<file path="config.mk">
export PLATFORM = sky130hd
export DESIGN_NAME = hazard_controller
export DESIGN_NICKNAME = d
export VERILOG_FILES = /design/src/rtl/hazard_controller.sv
export SDC_FILE = /design/constraint.sdc
export NUM_CORES = 1
export LEC_CHECK = 0
export BUFFER_PORTS_ARGS = -buffer_cell sky130_fd_sc_hd__buf_4
export CELL_PAD_IN_SITES_DETAIL_PLACEMENT = 0
export CELL_PAD_IN_SITES_GLOBAL_PLACEMENT = 2
export CORE_ASPECT_RATIO = 0.5
export CORE_MARGIN = 8
export CORE_UTILIZATION = 25
export DETAILED_ROUTE_END_ITERATION = 12
export MAX_ROUTING_LAYER = met4
export PLACE_DENSITY = 0.67
export SYNTH_ARGS = -nofsm -noshare
export SYNTH_HDL_FRONTEND = slang
export SYNTH_SLANG_ARGS = --single-unit
</file>
<file path="constraint.sdc">
create_clock -name clk -period 5.3 [get_ports clk]
set_input_delay 0.265 -clock clk [delete_from_list [all_inputs] [get_ports clk]]
set_output_delay 0.265 -clock clk [all_outputs]
set_load 0.03 [all_outputs]
</file>
<file path="src/rtl/hazard_controller.sv">
// Hazard and forwarding scheduler for the 5-stage pipelined MIPS core.
// Keeps a shadow copy of the register-use info for the EX, MEM and WB stages.
// From that copy it derives load-use and jr stalls, control-flow flushes, and
// EX/Jr forwarding selects. Saturating counters record stall and flush cycles.
// There is no valid/ready handshake. Every cycle is taken as one pipeline
// advance, and the stall outputs are the only back-pressure on the front end.
module hazard_controller #(
  parameter int REG_ADDR_W = 5,
  parameter int CNT_W      = 16
) (
  input  logic                  clk,
  input  logic                  reset,
  input  logic [REG_ADDR_W-1:0] ID_Rs,
  input  logic [REG_ADDR_W-1:0] ID_Rt,
  input  logic                  ID_UsesRs,
  input  logic                  ID_UsesRt,
  input  logic [REG_ADDR_W-1:0] ID_WriteReg,
  input  logic                  ID_RegWrite,
  input  logic                  ID_MemRead,
  input  logic                  ID_Jump,
  input  logic                  ID_Jr,
  input  logic                  EX_BranchTaken,
  output logic                  PCWrite,
  output logic                  IFID_Write,
  output logic                  IFID_Flush,
  output logic                  IDEX_Flush,
  output logic [1:0]            ForwardA,
  output logic [1:0]            ForwardB,
  output logic [1:0]            ForwardJr,
  output logic [CNT_W-1:0]      StallCount,
  output logic [CNT_W-1:0]      FlushCount
);

  // Shadow pipeline state
  logic [REG_ADDR_W-1:0] exRs, exRt, exWriteReg;
  logic                  exRegWrite, exMemRead;
  logic [REG_ADDR_W-1:0] memWriteReg;
  logic                  memRegWrite, memMemRead;
  logic [REG_ADDR_W-1:0] wbWriteReg;
  logic                  wbRegWrite;

  logic loadUse, jrHaz, stall;

  // A stage produces register x. Register $0 is never a producer.
  function automatic logic regMatch(input logic [REG_ADDR_W-1:0] x,
                                    input logic                  rw,
                                    input logic [REG_ADDR_W-1:0] wr);
    return rw && (wr == x) && (x != '0);
  endfunction

  // EX/MEM wins over MEM/WB. A load in MEM has no data yet, so it cannot forward.
  function automatic logic [1:0] fwdSel(input logic [REG_ADDR_W-1:0] x,
                                        input logic                  mRw,
                                        input logic                  mMr,
                                        input logic [REG_ADDR_W-1:0] mWr,
                                        input logic                  wRw,
                                        input logic [REG_ADDR_W-1:0] wWr);
    if (regMatch(x, mRw, mWr) && !mMr) return 2'b10;
    else if (regMatch(x, wRw, wWr))    return 2'b01;
    else                               return 2'b00;
  endfunction

  // Hazard detection, pipeline control and forwarding selects
  always_comb begin
    loadUse = exMemRead &&
              ((ID_UsesRs && regMatch(ID_Rs, exRegWrite, exWriteReg)) ||
               (ID_UsesRt && regMatch(ID_Rt, exRegWrite, exWriteReg)));
    // jr resolves in ID, so it must wait for any producer still in EX.
    // It must also wait for a load that is still in MEM.
    jrHaz   = ID_Jr &&
              (regMatch(ID_Rs, exRegWrite, exWriteReg) ||
               (memMemRead && regMatch(ID_Rs, memRegWrite, memWriteReg)));
    // A taken branch squashes the ID instruction, so its hazards are moot.
    stall   = (loadUse || jrHaz) && !EX_BranchTaken;

    PCWrite    = !stall;
    IFID_Write = !stall;
    IDEX_Flush = stall || EX_BranchTaken;
    IFID_Flush = EX_BranchTaken || ((ID_Jump || ID_Jr) && !stall);

    ForwardA  = fwdSel(exRs, memRegWrite, memMemRead, memWriteReg, wbRegWrite, wbWriteReg);
    ForwardB  = fwdSel(exRt, memRegWrite, memMemRead, memWriteReg, wbRegWrite, wbWriteReg);
    ForwardJr = fwdSel(ID_Rs, memRegWrite, memMemRead, memWriteReg, wbRegWrite, wbWriteReg);
  end

  // Shadow stage advance and saturating performance counters
  always_ff @(posedge clk) begin
    if (!reset) begin
      exRs        <= '0;
      exRt        <= '0;
      exWriteReg  <= '0;
      exRegWrite  <= 1'b0;
      exMemRead   <= 1'b0;
      memWriteReg <= '0;
      memRegWrite <= 1'b0;
      memMemRead  <= 1'b0;
      wbWriteReg  <= '0;
      wbRegWrite  <= 1'b0;
      StallCount  <= '0;
      FlushCount  <= '0;
    end else begin
      // A bubble carries no register reads and no register writes.
      exRs        <= IDEX_Flush ? '0 : ID_Rs;
      exRt        <= IDEX_Flush ? '0 : ID_Rt;
      exWriteReg  <= ID_WriteReg;
      exRegWrite  <= IDEX_Flush ? 1'b0 : ID_RegWrite;
      exMemRead   <= IDEX_Flush ? 1'b0 : ID_MemRead;
      memWriteReg <= exWriteReg;
      memRegWrite <= exRegWrite;
      memMemRead  <= exMemRead;
      wbWriteReg  <= memWriteReg;
      wbRegWrite  <= memRegWrite;
      if (stall && (StallCount != '1))
        StallCount <= StallCount + CNT_W'(1);
      if (IFID_Flush && (FlushCount != '1))
        FlushCount <= FlushCount + CNT_W'(1);
    end
  end

endmodule

</file>
Yosys cells after proc, flatten, opt, wreduce, memory -nomap -nowiden
Cells that the tools add are included.
- register bits: 62
- logic and storage cells: 73
- output and inout bits: 42
- add/sub/neg operators: 2
- reduce and logical (&&, ||, !) cells: 42
- eq/ne operators: 10
- bitwise logic cells: 1
- mux-type cells: 6
- operators by type and width (kind ; number):
    $eq 5x5->1 ; 8
    $add 16x1->16 const B ; 2
    $ne 16x16->1 const B ; 2
    $logic_and 1x1->1 ; 28
    $reduce_bool 5->1 ; 4
    $logic_or 1x1->1 ; 6
    $mux 2 ; 3
    $logic_not 1->1 ; 3
    $mux 1 ; 3
    $reduce_or 2->1 ; 1
    $not 1->1 ; 1

Depth between registers and ports, before layout
Gate-level depths: netlist (run 1).
- depth after elaboration: 12
- mapped depth: 11
- mapped depth without buffers: 8

Worst setup path before layout (run 1)
OpenSTA, ideal clock, no wires.
- path type: reg-to-output
- start point: register exRs[1]
- end point: output ForwardA[0]
- path slack: 2.891 ns
- stages on the path, launching flop included: 5
- buffers on the path: 0
- arrival time: 2.144 ns
- required time: 5.035 ns
- path through: dfxtp_1 -> or4_1 -> nor2_1 -> nor3_1 -> nor4_1
- cells in the longest elaborated chain, start to end: 5
- elaborated cells on any way between the ends: 10
- those cells by class: 2 x eq/ne; 2 x mux; 6 x reduce/logical
- RTL lines (what ; line ; RTL):
    from (decl) ; 35 ; logic [REG_ADDR_W-1:0] exRs, exRt, exWriteReg;
    from (signal assigned) ; 103 ; exRs <= IDEX_Flush ? '0 : ID_Rs;
    $eq 5x5->1 ; 48 ; return rw && (wr == x) && (x != '0);
    $logic_and 1x1->1 (2 in series) ; 48 ;
    $mux 1 / $logic_and 1x1->1 (equally long branches) ; 59, 58 ;
    $mux 2 (*) ; 58 ; if (regMatch(x, mRw, mWr) && !mMr) return 2'b10;
    to (decl) ; 27 ; output logic [1:0] ForwardA,
Every way passes the cells marked *; elsewhere a longest branch is shown, timed or not.

Worst setup path after layout (run 1)
- start point: register exWriteReg[2]
- end point: register StallCount[7]
- cells in the longest elaborated chain, start to end: 9
- elaborated cells on any way between the ends: 15
- those cells by class: 2 x eq/ne; 13 x reduce/logical
- RTL lines (what ; line ; RTL):
    from (decl) ; 35 ;
    from (signal assigned) ; 105 ; exWriteReg <= ID_WriteReg;
    $eq 5x5->1 ; 48 ;
    $logic_and 1x1->1 (2 in series) ; 48 ;
    $logic_and 1x1->1 (on tied branches) ; 66, 67 ;
    $logic_or 1x1->1 ; 66 ; ((ID_UsesRs && regMatch(ID_Rs, exRegWrite, exWriteReg)) ||
    $logic_and 1x1->1 ; 65 ; loadUse = exMemRead &&
    $logic_or 1x1->1 (*) ; 74 ; stall = (loadUse || jrHaz) && !EX_BranchTaken;
    $logic_and 1x1->1 (*) ; 74 ;
    $logic_and 1x1->1 (*) ; 113 ; if (stall && (StallCount != '1))
    to (signal assigned) ; 114 ; StallCount <= StallCount + CNT_W'(1);
    to (decl) ; 30 ; output logic [CNT_W-1:0] StallCount,
Marked as above.
A chain may end at the register's enable or synchronous reset.

==> results.md, run 1 <==
- Outcome: finished clean
- Top cells by area, synth: dfxtp_1, xnor2_1, and2_1
- WHS Path Cells: 2
- Layout Nets: 427
- CTS Buf Count: 9
- WL final: 8580 um
- Worst Path Required: 5530 ps
- Core Box Area: 0.0118 sq mm
- Largest net degree at the start of global routing: 29
- Crit path kind: register to register
- Die Height: 93.8 um
- Reg2reg start: exWriteReg[2]
- Register area share after synthesis: 41.1%
- Via count: 2606
- Clock tree buffer depth: 2
- Mapped Cells: 337
- Final Hold Fails: 0
- Die W: 172 um
- Final Core Density: 33.7%
- VDD IR max: 0.129 mV
- GRT Util Overall: 11.4%
- Latest clock arrival within the worst-skew pair: 330 ps
- Setup-failing EPs final: 0
- Slew Limit Fails: 0
- Multi-input gate area: 0.00171 sq mm
- PostCTS Resize Cnt: 0
- Antenna cells: 0
- Area of the mapped netlist: 0.00302 sq mm
- Max-Cap Viols: 0
- Post-synth top cells: dfxtp_1, and2_1, xnor2_1
- CTS tree: built
- Drt first-iter violations: 115
- Die footprint: 0.0161 sq mm
- Clock Sinks: 62
- Ports: 66
- Hold Buf Count CTS: 0
- Total number of yosys warnings: 0
- Power Density: 307 mW/mm^2
- Post-route clock skew: 4.29 ps
- Main synth FF type: dfxtp_1
- 1st-pass router iterations: 4
- Fin Setup TNS: 0 ps
- Minimum clock period: 2730 ps
- Most frequent cell after synthesis: dfxtp_1
- Initial antenna violation count: 0
- Row cnt: 28
- Clock transition at path regs: 50 ps
- Netlist cell types: 51
- Flops & latches, synth: 62
- Number of synthesized flops with an enable pin: 0
- RR Endpoint: StallCount[7]
- First-pass GRT wire length: 14000 um
- Share of cells above drive strength 1: 22.7%
- RSZ-0062 raised after global routing: no
- Critical Path Source: exWriteReg[2]
- CTS root buf: clkbuf_16
- Vias per cell: 4.56
- Critical path arrival: 2960 ps
- Routed length per instance: 15.0 um
- Worst R2R Setup Slack: 2570 ps
- Top cell type's share of synthesized area: 41.1%
- Critical-path cell list: xnor2_1 > or3b_1 > nor4bb_1 > o21ai_2 > or4bb_1 > a21oi_1
- Startpoint types: register
- Area added between synthesis and finish: 31.7%
- Number of global-route vias before repair: 2634
- # H-tree levels: 3
- Rel. slew slack: 32.4%
- Avg Inst Size Synth: 8.97 sq um
- Gpl congestion: 0.745
- Largest area contributor in the netlist: dfxtp_1
- Reg area: 0.00124 sq mm
- Overflow after GRT: 0
- Number of I/O port buffers: 65
- Worst setup EP type: register
- DRC: 0
- FILL cells: 1253
- Async SR Flop Fraction: 0%
- Placed wire-length estimate: 6300 um
- Worst-margin pin slew: 1010 ps
- Post-CTS Setup Inserts: 0
- Crit path capture: StallCount[7]
- HP Class: primary input to register
- CP max-delay cell: or4bb_1
- CP max stage delay: 580 ps
- Worst Reg-to-Reg Cells: 6
- Initial core utilization: 25.6%
- Lkg Pwr: 1.48 nW
- Post-route ant nets: 0
- Tcrit/Tclk final: 51.5%
- Mapped Nets: 363
- Critical path peak fanout: 28
- F_max: 367 MHz
layer usage:
metal | up-vias | part of all wire (%) | track usage [%]
li1 | 1350 | - | -
met1 | 1211 | 48 | 13.8
met2 | 36 | 47 | 18.0
met3 | 9 | 3.3 | 3.19
met4 | 0 | 0.97 | 3.67
met5 | - | 0 | -
worst min path at each step:
stage / start / end / slack (ps)
after floorplan: ID_MemRead / exMemRead / 390
after global placement: exMemRead / memMemRead / 450
after detailed placement: exMemRead / memMemRead / 460
after CTS: ID_RegWrite / exRegWrite / 120
after global routing: ID_MemRead / exMemRead / 130
final: ID_RegWrite / exRegWrite / 140
where the power goes:
part	internal [mW]	switching, mW
logic	0.0444	0.0499
clock network	0.413	0.222
registers	0.478	0.0160
kinds of logic (layout without fill, tap and decap cells):
group                      after synthesis  after routing  synth area share [%]
muxes                                    2              2                 0.662
xor gates and xnor gates                46             46                  13.3
adders and majority gates                2              2                 0.828
DFF                                     62             62                  41.1
buffers and inverters                   16             85                  2.48
AOI/OAI and AO/OA                       58             58                  12.5
and+or+nand+nor                        151            151                  29.1
cell usage in the layout (no fill, tap or decap), types with 9 or more instances in the layout:
master     synthesis  routed
o21ai_1           10      10
clkbuf_16          0       9
or3_1              9       9
and2_1            31      31
nand2_1           20      20
or4_1             10      10
dfxtp_1           62      62
buf_4              1      65
xnor2_1           28      28
nand3_1           15      15
xor2_1            18      18
a21oi_1           21      21
nor2_1            17      17
nand4_1           12      12
state kept, by name, summed over array words and instances, names as in the netlist, 5 cells and up:
register and flops:
FlushCount 16, StallCount 16, exRs 5, exRt 5, exWriteReg 5, memWriteReg 5
wbWriteReg 5
critical path: cells and delay by family, from the launching register on:
kind             cells  cell delay [ps]
XOR/XNOR             1              210
flip-flops           1              340
AO/OA/AOI/OAI        2              560
AND/OR/NAND/NOR      3             1510
layout make-up:
| cell class | instances | area share [%] |
|---|---|---|
| Clock buffer | 9 | 5.66 |
| Sequential cell | 62 | 31.2 |
| Timing Repair Buffer | 65 | 12.3 |
| Tap cell | 165 | 5.19 |
| Inverter | 4 | 0.377 |
| Multi-Input combinational cell | 259 | 42.9 |
| Clock inverter | 7 | 2.45 |
per-stage QoR:
step           power [mW]  instance area, sq um  instances  hold WS (ps)  worst slack [ps]
2_1_floorplan       0.560                  3020        337           387              2890
3_3_place_gp        0.601                  3660        555           455              2560
3_5_place_dp        0.600                  3660        555           462              2550
4_1_cts              1.24                  3980        571           123              2560
5_1_grt              1.28                  3980        571           130              2310
6_report             1.22                  3980        571           137              2570
Note: power is estimated with default switching activity, not from simulation.
==> run 2: changes to the inputs <==
--- a/config.mk
+++ b/config.mk
@@ -5,6 +5,7 @@
 export SDC_FILE = /design/constraint.sdc
 export NUM_CORES = 1
 export LEC_CHECK = 0
+export ABC_AREA = 1
 export BUFFER_PORTS_ARGS = -buffer_cell sky130_fd_sc_hd__buf_4
 export CELL_PAD_IN_SITES_DETAIL_PLACEMENT = 0
 export CELL_PAD_IN_SITES_GLOBAL_PLACEMENT = 2
@@ -13,7 +14,7 @@
 export CORE_UTILIZATION = 25
 export DETAILED_ROUTE_END_ITERATION = 12
 export MAX_ROUTING_LAYER = met4
-export PLACE_DENSITY = 0.67
+export PLACE_DENSITY = 0.71
 export SYNTH_ARGS = -nofsm -noshare
 export SYNTH_HDL_FRONTEND = slang
 export SYNTH_SLANG_ARGS = --single-unit
==> constraint.sdc (replaced) <==
create_clock -name clk -period 2.8 [get_ports clk]
set_input_delay 0.14 -clock clk [delete_from_list [all_inputs] [get_ports clk]]
set_output_delay 0.14 -clock clk [all_outputs]
set_load 0.03 [all_outputs]
==> run 2 against run 1 <==
  * Via count increased by 31%
  * Design area increased by 13%
  * Combinational power increased by 91%
  * Power increased by 90%
  * Clock skew increased by 4.5 ps
  * Synthesized cell count increased by 56%
==> results.md, run 2 <==
- CTS tree: built
- Outcome: finished clean
- Mapped Nets: 552
- Pint: 1.78 mW
- Mapped Cells: 526
- Overflow after GRT: 0
- Post-route clock skew: 8.74 ps
- Via count: 3405
- Tcrit/Tclk final: 78.2%
- Max layer used: met4
- Top cell type's share of synthesized area: 35.4%
- Commonest non-fill, non-tap cell in the layout: nand2_1
- DRC: 0
- Net switching power: 0.547 mW
- Slew Limit Fails: 0
- Area of the mapped netlist: 0.00351 sq mm
- Max-Cap Viols: 0
- Gpl congestion: 0.779
- Placed wire-length estimate: 8120 um
- Initial antenna violation count: 0
- Die W: 184 um
- Most frequent cells in the layout: nand2_1, inv_1, buf_4, dfxtp_1, nor2_1
- Netlist cell types: 34
- Share of cells above drive strength 1: 16.9%
- Met1 wire length: 5570 um
- Main synth FF type: dfxtp_1
- 1st-pass router iterations: 5
- Register area share after synthesis: 35.4%
- RSZ-0062 raised after global routing: no
- Area added between synthesis and finish: 28.6%
- Critical path peak fanout: 24
- FILL cells: 1536
- Rel. slew slack: 44.1%
- Number of global-route vias before repair: 3460
- Avg Inst Size Synth: 6.67 sq um
- HP Class: primary input to register
- VDD IR max: 0.206 mV
- Largest registers: FlushCount: 16 flops, StallCount: 16 flops
- Fin Setup TNS: 0 ps
- Most frequent cell after synthesis: nand2_1
- Lkg Pwr: 2.10 nW
- Drt first-iter violations: 153
- Worst Path Required: 2660 ps
- Worst R2R Setup Slack: 630 ps
- Clock tree buffer depth: 2
- Share of power burned in registers: 40.0%
- WL met2: 4780 um
- Largest area contributor in the netlist: dfxtp_1
- Post-synth top cells: nand2_1, inv_1, dfxtp_1
- Row cnt: 30
- Clock transition at path regs: 50 ps
- CTS Buf Count: 9
- Number of I/O port buffers: 65
- Die footprint: 0.0183 sq mm
- F_max: 457 MHz
- WL met3: 299 um
- Initial core utilization: 25.7%
- Top cells by area, synth: dfxtp_1, nand2_1, inv_1
- Worst setup EP type: output port
- CTS root buf: clkbuf_16
- Antenna cells: 0
- Post-route ant nets: 0
- Crit path kind: register to output port
- GRT Util Overall: 12.3%
- Gate power share: 7.7%
- Switching part of the total: 23.5%
- Final Hold Fails: 0
- Latest clock arrival within the worst-skew pair: 330 ps
- Clock share of power: 52.2%
- Core Box Area: 0.0136 sq mm
- PostCTS Resize Cnt: 0
- Vias per cell: 4.32
- Flops & latches, synth: 62
- Die Height: 99.8 um
- Routed length per instance: 13.6 um
- Ports: 66
- Largest net degree at the start of global routing: 30
- Startpoint types: register
- WL final: 10700 um
- Worst-margin pin slew: 838 ps
- Final Core Density: 33.1%
- Total number of yosys warnings: 0
- Layout Nets: 617
- # H-tree levels: 3
- Setup-failing EPs final: 0
- Power Density: 515 mW/mm^2
- Minimum clock period: 2190 ps
- First-pass GRT wire length: 17700 um
- Critical path arrival: 2050 ps
- Async SR Flop Fraction: 0%
- Number of synthesized flops with an enable pin: 0
- Clock Sinks: 62
[run 2: cell types whose count changed after synthesis, sizes merged, moves of 11 or more]
cell,delta
nand2,+119
inv,+88
and2,-31
nor2,+26
nand3,+22
xnor2,-20
or4,-11
[run 2: path summary, 6_finish.rpt]
check | startpoint | to | cells past startpoint
hold / removal | ID_WriteReg[2] | exWriteReg[2] | 3
hold reg to reg | exMemRead | memMemRead | 2
setup / recovery | memWriteReg[3] | IFID_Flush | 12
setup reg to reg | FlushCount[0] | FlushCount[0] | 10
[run 2: layout make-up]
cell class	instances	area, sq um	share of cell area (%)
Multi-Input combinational cell	356	1820	40.4
Clock buffer	10	239	5.30
Timing Repair Buffer	70	536	11.9
Tap cell	192	240	5.32
Clock inverter	6	85.1	1.89
Sequential cell	62	1240	27.5
Inverter	92	347	7.68
[run 2: worst max-delay path: stages, from the launching register on]
cell and delay (ps):
dfxtp_1 470, inv_2 80, a21oi_1 130, nand2_1 70
nor2_2 100, nand3_1 90, nand2_1 70, nand2_1 60
nand2_2 120, nand2_4 190, nand2_1 120, inv_1 60
buf_4 160
[run 2: per-stage QoR]
step	hold WS, ps	power [mW]	cell area, sq um	std cells	worst slack (ps)
floorplan	238	1.05	3510	526	546
global placement	326	1.13	4150	768	740
detailed placement	326	1.13	4150	768	670
CTS	3.76	2.36	4510	788	557
global route	11.8	2.42	4510	788	413
finish	10.6	2.32	4510	788	610
[run 2: what timing repair did]
item	4_1_cts	5_1_grt
setup endpoints to repair	0	0
buffers inserted	0	0
hold buffers	4	0
endpoints found under the hold margin	4	0
[run 2: cells by family (layout without fill, tap and decap cells)]
group                    after synthesis  count (layout)  synth area share (%)
AO/OA/AOI/OAI                         49              49                  7.67
XOR/XNOR                              34              34                  8.49
adder cells (fa/ha/maj)                2               2                 0.713
buffers and inverters                108             178                  12.6
flip-flops                            62              62                  35.4
AND/OR/NAND/NOR                      271             271                  35.1
[run 2: metal layers]
| layer | vias to the layer above | GRT usage [%] |
|---|---|---|
| met3 | 6 | 2.62 |
| met4 | 0 | 3.35 |
| li1 | 1809 | - |
| met1 | 1545 | 15.7 |
| met2 | 45 | 19.3 |
| met5 | - | - |
[run 2: power by group through the flow]
stage	clock network, mW	logic (mW)	registers (mW)
final	1.21	0.180	0.930
after global routing	1.28	0.204	0.933
after CTS	1.25	0.184	0.930
after detailed placement	0	0.179	0.949
after global placement	0	0.179	0.950
after floorplan	0	0.103	0.950
